==> config.mk <==
export PLATFORM = sky130hd
export DESIGN_NAME = apu_pulse_bank_gen3
export DESIGN_NICKNAME = d
export VERILOG_FILES = /design/src/rtl/apu_pulse_bank_gen3.sv
export SDC_FILE = /design/constraint.sdc
export NUM_CORES = 1
export LEC_CHECK = 0
export CAP_MARGIN = 5
export CORE_ASPECT_RATIO = 1.25
export CORE_UTILIZATION = 50
export DETAILED_ROUTE_END_ITERATION = 8
export PLACE_DENSITY = 0.7
export SLEW_MARGIN = 10
export SYNTH_ARGS = -nofsm -noshare
export SYNTH_HDL_FRONTEND = slang
export SYNTH_SLANG_ARGS = --single-unit
==> constraint.sdc <==
create_clock -name clk -period 6.8 [get_ports clk]
set_clock_uncertainty 0.05 [all_clocks]
set_input_delay 1.36 -clock clk [delete_from_list [all_inputs] [get_ports clk]]
set_output_delay 1.36 -clock clk [all_outputs]
set_load 0.01 [all_outputs]
==> src/rtl/apu_pulse_bank_gen3.sv <==
`timescale 1ns/1ps
// -----------------------------------------------------------------------------
// apu_pulse_bank_gen3
//
// Bank of NUM_CH NES-style pulse channels for cartridge expansion audio.
// Each channel owns a duty sequencer (11-bit timer + 3-bit step), an envelope
// generator and a length counter. Channels are programmed over the CPU bus at
// BASE_ADDR + 4*c (reg0..reg3). A shared status register sits at
// BASE_ADDR + 4*NUM_CH. The per-channel 4-bit outputs are summed and registered
// into mix_out for the APU mixer.
//
// Ports
//   clk       system clock
//   rst       asynchronous, active-low reset
//   apu_clk   one-clk enable at CPU/2 rate, advances the sequencer timers
//   e_pulse   frame-counter envelope strobe
//   l_pulse   frame-counter length strobe
//   a_in      CPU address
//   from_cpu  CPU write data
//   r_nw      1 = read, 0 = write (a write lands on every clk it is low)
//   to_cpu    status read data, zero when status is not being read
//   active    per-channel "length counter is non-zero"
//   mix_out   registered sum of all channel outputs
// -----------------------------------------------------------------------------
module apu_pulse_bank_gen3 #(
  parameter int          NUM_CH    = 2,
  parameter logic [15:0] BASE_ADDR = 16'h5000,
  parameter int          MIX_W     = 4 + $clog2(NUM_CH + 1)
) (
  input  logic              clk,
  input  logic              rst,
  input  logic              apu_clk,
  input  logic              e_pulse,
  input  logic              l_pulse,
  input  logic [15:0]       a_in,
  input  logic [7:0]        from_cpu,
  input  logic              r_nw,
  output logic [7:0]        to_cpu,
  output logic [NUM_CH-1:0] active,
  output logic [MIX_W-1:0]  mix_out
);

  localparam logic [15:0] STAT_ADDR = BASE_ADDR + 16'(4 * NUM_CH);

  // Channel programming registers
  logic [1:0]        duty_q   [NUM_CH];
  logic [1:0]        duty_d   [NUM_CH];
  logic [3:0]        vol_q    [NUM_CH];
  logic [3:0]        vol_d    [NUM_CH];
  logic [10:0]       period_q [NUM_CH];
  logic [10:0]       period_d [NUM_CH];
  logic [NUM_CH-1:0] halt_q, halt_d;
  logic [NUM_CH-1:0] cvol_q, cvol_d;
  logic [NUM_CH-1:0] enable_q, enable_d;

  // Sequencer, length and envelope state
  logic [10:0]       timer_q  [NUM_CH];
  logic [10:0]       timer_d  [NUM_CH];
  logic [2:0]        step_q   [NUM_CH];
  logic [2:0]        step_d   [NUM_CH];
  logic [7:0]        length_q [NUM_CH];
  logic [7:0]        length_d [NUM_CH];
  logic [3:0]        div_q    [NUM_CH];
  logic [3:0]        div_d    [NUM_CH];
  logic [3:0]        decay_q  [NUM_CH];
  logic [3:0]        decay_d  [NUM_CH];
  logic [NUM_CH-1:0] start_q, start_d;

  // Output path
  logic [3:0]        chan_out [NUM_CH];
  logic [MIX_W-1:0]  mix_q, mix_d;
  logic [7:0]        status_rd;

  // Bus decode
  logic [NUM_CH-1:0] wr_reg0, wr_reg2, wr_reg3;
  logic              wr_stat;
  logic              rd_stat;

  function automatic logic [7:0] len_lut(input logic [4:0] idx);
    logic [7:0] v;
    case (idx)
      5'd0:  v = 8'd10;
      5'd1:  v = 8'd254;
      5'd2:  v = 8'd20;
      5'd3:  v = 8'd2;
      5'd4:  v = 8'd40;
      5'd5:  v = 8'd4;
      5'd6:  v = 8'd80;
      5'd7:  v = 8'd6;
      5'd8:  v = 8'd160;
      5'd9:  v = 8'd8;
      5'd10: v = 8'd60;
      5'd11: v = 8'd10;
      5'd12: v = 8'd14;
      5'd13: v = 8'd12;
      5'd14: v = 8'd26;
      5'd15: v = 8'd14;
      5'd16: v = 8'd12;
      5'd17: v = 8'd16;
      5'd18: v = 8'd24;
      5'd19: v = 8'd18;
      5'd20: v = 8'd48;
      5'd21: v = 8'd20;
      5'd22: v = 8'd96;
      5'd23: v = 8'd22;
      5'd24: v = 8'd192;
      5'd25: v = 8'd24;
      5'd26: v = 8'd72;
      5'd27: v = 8'd26;
      5'd28: v = 8'd16;
      5'd29: v = 8'd28;
      5'd30: v = 8'd32;
      default: v = 8'd30;
    endcase
    return v;
  endfunction

  function automatic logic duty_bit(input logic [1:0] duty, input logic [2:0] step);
    logic [7:0] pat;
    case (duty)
      2'd0:    pat = 8'b0000_0001;
      2'd1:    pat = 8'b0000_0011;
      2'd2:    pat = 8'b0000_1111;
      default: pat = 8'b1111_1100;
    endcase
    return pat[step];
  endfunction

  // Address decode. BASE_ADDR is 4-aligned so each channel owns a full quad;
  // reg1 of every channel and the unused status-quad bytes decode to nothing.
  always_comb begin
    wr_reg0 = '0;
    wr_reg2 = '0;
    wr_reg3 = '0;
    for (int c = 0; c < NUM_CH; c++) begin
      wr_reg0[c] = !r_nw && (a_in == BASE_ADDR + 16'(4 * c));
      wr_reg2[c] = !r_nw && (a_in == BASE_ADDR + 16'(4 * c + 2));
      wr_reg3[c] = !r_nw && (a_in == BASE_ADDR + 16'(4 * c + 3));
    end
    wr_stat = !r_nw && (a_in == STAT_ADDR);
    rd_stat =  r_nw && (a_in == STAT_ADDR);
  end

  // Next-state logic. Strobe-driven updates are computed from the current
  // state first; CPU writes are applied afterwards so that a write landing on
  // the same clk as a strobe overrides it (reg3 load beats l_pulse, status
  // disable beats l_pulse, reg3 step reset beats apu_clk), while the strobe
  // itself still sees the old register contents (e.g. e_pulse uses old V).
  always_comb begin
    enable_d = enable_q;
    if (wr_stat) begin
      enable_d = from_cpu[NUM_CH-1:0];
    end

    for (int c = 0; c < NUM_CH; c++) begin
      duty_d[c]   = duty_q[c];
      vol_d[c]    = vol_q[c];
      period_d[c] = period_q[c];
      halt_d[c]   = halt_q[c];
      cvol_d[c]   = cvol_q[c];
      timer_d[c]  = timer_q[c];
      step_d[c]   = step_q[c];
      length_d[c] = length_q[c];
      div_d[c]    = div_q[c];
      decay_d[c]  = decay_q[c];
      start_d[c]  = start_q[c];

      // Sequencer: the step counts downward, wrapping 0 -> 7.
      if (apu_clk) begin
        if (timer_q[c] == 11'd0) begin
          timer_d[c] = period_q[c];
          step_d[c]  = step_q[c] - 3'd1;
        end else begin
          timer_d[c] = timer_q[c] - 11'd1;
        end
      end

      if (l_pulse && (length_q[c] != 8'd0) && !halt_q[c]) begin
        length_d[c] = length_q[c] - 8'd1;
      end

      // Envelope: the halt bit doubles as the decay loop flag.
      if (e_pulse) begin
        if (start_q[c]) begin
          start_d[c] = 1'b0;
          decay_d[c] = 4'd15;
          div_d[c]   = vol_q[c];
        end else if (div_q[c] == 4'd0) begin
          div_d[c] = vol_q[c];
          if (decay_q[c] != 4'd0) begin
            decay_d[c] = decay_q[c] - 4'd1;
          end else if (halt_q[c]) begin
            decay_d[c] = 4'd15;
          end
        end else begin
          div_d[c] = div_q[c] - 4'd1;
        end
      end

      if (wr_reg0[c]) begin
        duty_d[c] = from_cpu[7:6];
        halt_d[c] = from_cpu[5];
        cvol_d[c] = from_cpu[4];
        vol_d[c]  = from_cpu[3:0];
      end

      if (wr_reg2[c]) begin
        period_d[c][7:0] = from_cpu;
      end

      // Note-on: the timer keeps running, only the step restarts.
      if (wr_reg3[c]) begin
        period_d[c][10:8] = from_cpu[2:0];
        start_d[c]        = 1'b1;
        step_d[c]         = 3'd0;
        if (enable_q[c]) begin
          length_d[c] = len_lut(from_cpu[7:3]);
        end
      end

      if (wr_stat && !from_cpu[c]) begin
        length_d[c] = 8'd0;
      end
    end
  end

  always_ff @(posedge clk or negedge rst) begin
    if (!rst) begin
      halt_q   <= '0;
      cvol_q   <= '0;
      enable_q <= '0;
      start_q  <= '0;
      for (int c = 0; c < NUM_CH; c++) begin
        duty_q[c]   <= '0;
        vol_q[c]    <= '0;
        period_q[c] <= '0;
        timer_q[c]  <= '0;
        step_q[c]   <= '0;
        length_q[c] <= '0;
        div_q[c]    <= '0;
        decay_q[c]  <= '0;
      end
    end else begin
      halt_q   <= halt_d;
      cvol_q   <= cvol_d;
      enable_q <= enable_d;
      start_q  <= start_d;
      for (int c = 0; c < NUM_CH; c++) begin
        duty_q[c]   <= duty_d[c];
        vol_q[c]    <= vol_d[c];
        period_q[c] <= period_d[c];
        timer_q[c]  <= timer_d[c];
        step_q[c]   <= step_d[c];
        length_q[c] <= length_d[c];
        div_q[c]    <= div_d[c];
        decay_q[c]  <= decay_d[c];
      end
    end
  end

  // Channel outputs and mix. Periods below 8 are muted (ultrasonic on the
  // original hardware). MIX_W holds 15*NUM_CH, so the sum never wraps.
  always_comb begin
    mix_d = '0;
    for (int c = 0; c < NUM_CH; c++) begin
      chan_out[c] = 4'd0;
      if ((length_q[c] != 8'd0) && (period_q[c] >= 11'd8) &&
          duty_bit(duty_q[c], step_q[c])) begin
        chan_out[c] = cvol_q[c] ? vol_q[c] : decay_q[c];
      end
      mix_d = mix_d + MIX_W'(chan_out[c]);
    end
  end

  always_ff @(posedge clk or negedge rst) begin
    if (!rst) begin
      mix_q <= '0;
    end else begin
      mix_q <= mix_d;
    end
  end

  assign mix_out = mix_q;

  always_comb begin
    for (int c = 0; c < NUM_CH; c++) begin
      active[c] = (length_q[c] != 8'd0);
    end
  end

  always_comb begin
    status_rd = '0;
    status_rd[NUM_CH-1:0] = active;
    to_cpu = rd_stat ? status_rd : 8'h00;
  end

endmodule

==> results of run 1 <==
==> layout by cell type (no fill, tap or decap), types with 4 or more instances in the layout <==
| cell type | n |
|---|---|
| dfrtp_1 | 107 |
| nor2_1 | 78 |
| mux2_2 | 44 |
| o21ai_0 | 40 |
| inv_1 | 39 |
| clkdlybuf4s50_1 | 37 |
| nand2_1 | 36 |
| nor3_1 | 32 |
| a21oi_1 | 32 |
| ha_1 | 28 |
| mux2i_1 | 19 |
| nand3_1 | 13 |
| nor4_1 | 13 |
| a211oi_1 | 12 |
| nand2b_1 | 9 |
| clkbuf_16 | 9 |
| a31oi_1 | 8 |
| conb_1 | 7 |
| xnor2_1 | 6 |
| nand4_1 | 6 |
| a21o_1 | 6 |
| o22ai_1 | 6 |
| nor3b_1 | 6 |
| or3_1 | 6 |
| or4_1 | 5 |
| o31ai_1 | 5 |
| nand3b_1 | 4 |
| xor2_1 | 4 |
| o41ai_1 | 4 |
==> through the flow <==
stage	instances	instance area [µm²]	worst slack [ns]	hold WS, ns	total power (µW)
3_5_place_dp	831	6711	2.017	0.4380	1603
3_3_place_gp	831	6711	2.073	0.4297	1552
6_report	847	7007	2.028	0.4477	2128
5_1_grt	847	7007	1.968	0.4722	2290
2_1_floorplan	657	6256	3.193	0.4084	1420
4_1_cts	847	7007	2.014	0.4543	2141
==> flip-flops by register name (all words and copies together) (netlist names), 4 cells and up <==
name and count:
period_q 22, mix_out 5, length_q 16, decay_q 8, vol_q 8, duty_q 4
timer_q 22, div_q 8, step_q 6
==> routing by layer <==
layer,part of all wire,vias to the layer above,GRT usage
li1,-,2397,-
met1,0.44,2453,0.3070
met2,0.51,104,0.4046
met3,0.035,18,0.03691
met4,0.020,0,0.08992
met5,0,-,0
==> final cells by class <==
class,count,area [µm²],area share
multi-input combinational,481,3289,0.4695
sequential,107,2678,0.3821
timing repair buffer,40,392.9,0.05607
clock buffer,11,242.7,0.03464
tap,164,205.2,0.02929
inverter,39,146.4,0.02089
clock inverter,5,52.55,0.007500
==> cells by family after synthesis <==
kind of cell	count (synthesis)	share of synthesized area
AO/OA/AOI/OAI	135	0.1351
other	1	0.0006016
AND/OR/NAND/NOR	237	0.2049
adder cells (fa/ha/maj)	29	0.05941
buffers and inverters	69	0.04637
multiplexers	63	0.1100
flip-flops	107	0.4295
XOR/XNOR	10	0.01405
==> worst max-delay path, delay by kind of cell <==
family                 cells  cell delay (ns)
and+or+nand+nor            3             0.97
buffers and inverters      2             1.02
==> final timing paths <==
check                              endpoint  slack (ns)  cells after the start
worst max-delay path              to_cpu[0]        2.03                      5
worst min-delay path             timer_q[8]        0.45                      2
worst max register to register   mix_out[4]        3.70                     10
worst min register to register   timer_q[8]        0.45                      2
max in group asynchronous        mix_out[1]        4.51                      2
min in group asynchronous       timer_q[15]        0.96                      1
==> power breakdown <==
| part | leakage (µW) | internal [µW] | switching, µW |
|---|---|---|---|
| clock network | 0.000145 | 294 | 238 |
| registers | 0.00138 | 786 | 170 |
| logic | 0.00159 | 285 | 355 |
==> impl_results.md, run 1 <==
- Clk slew on worst S/H paths: about 0.06 ns
- Critical path launch point type: input pin
- Final Hold Vio Count: 0
- Most common cell in the netlist: dfrtp_1
- CP endpoint kind: primary output
- Largest net degree at the start of global routing: 65
- Initial Util: 0.5126
- Core ar.: 12160 µm²
- WP data arrival: around 3.4 ns
- Drt total wl: between 10 and 15 mm
- First-pass GRT wire length: approximately 24 mm
- I/O pin count: 46
- Vias in the first global route: between 4000 and 5000
- Routed len/inst: ~17 µm
- # hold bufs at CTS: 0
- Synth area leader: dfrtp_1
- Root Buffer: clkbuf_16
- Max IR drop VDD: between 0.15 and 0.2 mV
- DRT iter0 DRCs: roughly 310
- DRT antenna net count: 0
- RR Startpoint: length_q[0]
- DRC: 0
- Synth Cell Area: a little over 6000 µm²
- Drt pass-1 iters: 5
- Unrepaired setup endpoints after global routing: no
- Post-synth EDFFs: 0
- Final setup vio count: 0
- Setup CP Type: input pin to primary output
- Critical path cell sequence: clkdlybuf4s50_1 > nor4_4 > nand4_1 > nor2_1 > clkdlybuf4s50_1
- Area of the die: approximately 13000 µm²
- Gpl congestion: between 0.8 and 0.9
- Min-Delay Startpoint: timer_q[8]
- Share of layout cells above drive strength 1: 0.1142
- Total gr overflow: 0
- Synth area leaders: dfrtp_1, mux2_2, ha_1
- DIE WIDTH: a little over 100 µm
- Post-synth ARST share: 1.000
- Postcts setup bufs: 0
- ANT cells: 0
- Mean Syn Cell Area: approximately 9.6 µm²
- Crit-path max FO: 5
- CP most frequent cell: clkdlybuf4s50_1
- CP startpoint: a_in[9]
- Max-cap violations: 0
- Clock Latency Late Sink: 0.36 ns
- Status: finished clean
- Slew headroom: 0.4163
- Synthesis-to-layout area growth: 12.40%
- Yosys cell types: 66
- Final core area utilization: 0.5761
- Top cell type's share of synthesized area: 0.4295
- IO Port Bufs: 38
- Chip height: 126.8 µm
- Num Clock Sinks: 107
- Critical Path RT: 5.39 ns
- Period utilisation layout: 0.7017
- Cells after Synth: about 650
- Vias: roughly 5000
- Fillers: between 1000 and 1500
- Slowest stage cell on the critical path: clkdlybuf4s50_1
- FMAX: around 0.21 GHz
- Worst hold path class: flip-flop to flip-flop
- Post-synthesis register bit count: around 110
- CTS buffer count: 9
- Core Rows: 45
- Initial antenna violation count: 0
- Period minus WS final: approximately 4.8 ns
- CTS H-tree lvls: 3
- Yosys warnings: 0
- Leak Pwr: about 0.0031 µW
- Top FF cell, synth: dfrtp_1
- Post-DR vias/cell: 5.870
- Sequential share of the synthesized area: 0.4295
- CTS tree: done
- Pwr Density: about 300 nW/µm²
- Setup TNS: 0 ns
- Final Max Tran Viols: 0
- DP Wirelength: approximately 10 mm
- Commonest cells post-synth: dfrtp_1, nor2_1, mux2_2
- Nets: ~740
- CTS max path bufs: 2
- Worst-margin pin slew: 0.8724 ns
- GRT Util Overall: 0.2394
- Resize count post-CTS: 0
- Largest stage delay on the critical path: 0.55 ns
Power figures use the tool's default switching activity.
==> run 2, diff against run 1 <==
Settings changed: PLACE_DENSITY 0.7 to 0.72.
Clock period 6.8 ns to 3.9 ns, I/O delays scaled along.
==> run 2 against run 1 <==
Sequential share of layout area shrank 0.29 points; combinational power increased by 77%; count of clock-buffer cells in the layout fell by 2; first-iteration DRC count is 14% higher; register-to-register slack worse by 2.8 ns; cell area rose by 0.77%; clock power increased by 66%; non-clock buffer count rose by 7; largest power group unchanged.
==> impl_results.md, run 2 (same netlist as run 1, synthesis figures left out) <==
- Status: finished clean
- Period utilisation layout: 0.8786
- Initial antenna violation count: 1
- CTS tree: done
- Buf/Inv on CP: 2
- Placed Cells: 838
- Routed len/inst: 16.61 µm
- Vias in the first global route: 4877
- Synthesis-to-layout area growth: 13.27%
- Placed Area: approximately 6800 µm²
- Critical path launch point type: input pin
- RR Startpoint: length_q[0]
- GRT Util Overall: 0.2376
- CTS H-tree lvls: 3
- Vias: 5060
- DP Wirelength: between 10 and 15 mm
- Psw: roughly 1400 µW
- Commonest non-fill, non-tap cell in the layout: dfrtp_1
- Max-cap violations: 0
- DRT antenna net count: 0
- Internal: 2316 µW
- Crit-path max FO: 3
- Clock Latency Late Sink: 0.36 ns
- Fin area: 7061 µm²
- Drt total wl: between 10 and 15 mm
- Reg2Reg Setup Slack: roughly 0.91 ns
- ANT cells: 0
- CTS max path bufs: 2
- Final Max Tran Viols: 0
- Slowest stage cell on the critical path: clkdlybuf4s50_1
- Max IR drop VDD: around 0.29 mV
- Setup CP Type: input pin to primary output
- Initial Util: 0.5126
- FF-to-FF End: mix_out[4]
- Pwr Density: approximately 520 nW/µm²
- Power, Total: approximately 3700 µW
- Wire length on met1: around 6.2 mm
- Total gr overflow: 0
- DR top layer: met5
- Critical path cell sequence: clkdlybuf4s50_1 > nor4_2 > and2_1 > nand4_1 > nor2_1 > clkdlybuf4s50_1
- Met3 Routed Length: approximately 550 µm
- Met2 routed WL: ~7.1 mm
- I/O pin count: 46
- Chip height: ~130 µm
- Flop pwr share: 0.454
- Final Non-Filler Cells: approximately 850
- CP endpoint kind: primary output
- WP data arrival: roughly 2.6 ns
- CTS buffer count: 9
- Area of the die: approximately 13000 µm²
- Largest net degree at the start of global routing: 79
- Post-DR vias/cell: about 5.9
- Clk slew on worst S/H paths: about 0.070 ns
- Core Rows: 45
- IO Port Bufs: 38
- Hold slack: 0.3038 ns
- Share of layout cells above drive strength 1: 0.1246
- Period minus WS final: around 3.4 ns
- Setup TNS: 0 ns
- FMAX: approximately 0.29 GHz
- Drt pass-1 iters: 4
- Sw Share: 0.3710
- Postcts setup bufs: 0
- Worst-margin pin slew: 0.7502 ns
- DRC: 0
- Resize count post-CTS: 0
- Most frequent cells in the layout: dfrtp_1, nor2_1, mux2_2, o21ai_0, inv_1
- Gpl congestion: about 0.89
- R2R cell count: 10
- Root Buffer: clkbuf_16
- Top delay family on crit path: buffers and inverters
- Leak Pwr: ~0.0031 µW
- DIE WIDTH: a little over 100 µm
- Final setup vio count: 0
- First-pass GRT wire length: 23.89 mm
- Largest registers: period_q: 22 flops, timer_q: 22 flops, length_q: 16 flops
- CP most frequent cell: clkdlybuf4s50_1
- Worst hold path class: input pin to async pin
- Final Hold Vio Count: 0
- Clock power share: 0.240
- Core ar.: approximately 12000 µm²
- Combinational Power Share: 0.306
- Nets: about 740
- Num Clock Sinks: 107
- Largest stage delay on the critical path: 0.55 ns
- DRT iter0 DRCs: roughly 350
- Unrepaired setup endpoints after global routing: no
- # hold bufs at CTS: 0
- Critical Path RT: between 3 and 4 ns
- Slew headroom: 0.4983
run 2: worst max path at each step:
stage                       startpoint         end  slack, ns  cells after the start
after floorplan           length_q[11]  mix_out[4]       1.27                      8
after global placement         a_in[5]   to_cpu[0]       0.50                      6
after CTS                      a_in[5]   to_cpu[0]       0.47                      6
after detailed placement       a_in[5]   to_cpu[0]       0.48                      6
after global routing           a_in[5]   to_cpu[1]       0.39                      6
final                          a_in[5]   to_cpu[1]       0.47                      6
run 2: layer usage:
metal | track usage | vias up
li1 | - | 2407
met4 | 0.1025 | 2
met1 | 0.3099 | 2492
met2 | 0.3903 | 131
met5 | 0 | -
met3 | 0.03526 | 28
run 2: cell type report:
class	count	area (µm²)
fillers	1078	5101
well taps	164	205.2
clock inverters	7	58.81
multi-input cells	481	3289
clock buffers	9	225.2
inverters	39	146.4
repair buffers	47	457.9
flip-flops and latches	107	2678
run 2: per-stage QoR:
stage / utilization / worst slack, ns
final: 0.5806 / 0.4734
after CTS: 0.5806 / 0.4703
after detailed placement: 0.5572 / 0.4841
after floorplan: - / 1.269
after global routing: 0.5806 / 0.3860
after global placement: 0.5572 / 0.5035
run 2: power by group through the flow:
| stage | Clock, µW | Sequential [µW] | Combinational [µW] |
|---|---|---|---|
| finish | 885 | 1670 | 1130 |
| floorplan | 0 | 1600 | 878 |
| global route | 944 | 1710 | 1300 |
| detailed placement | 0 | 1680 | 1110 |
| global placement | 0 | 1660 | 1050 |
| CTS | 903 | 1660 | 1120 |
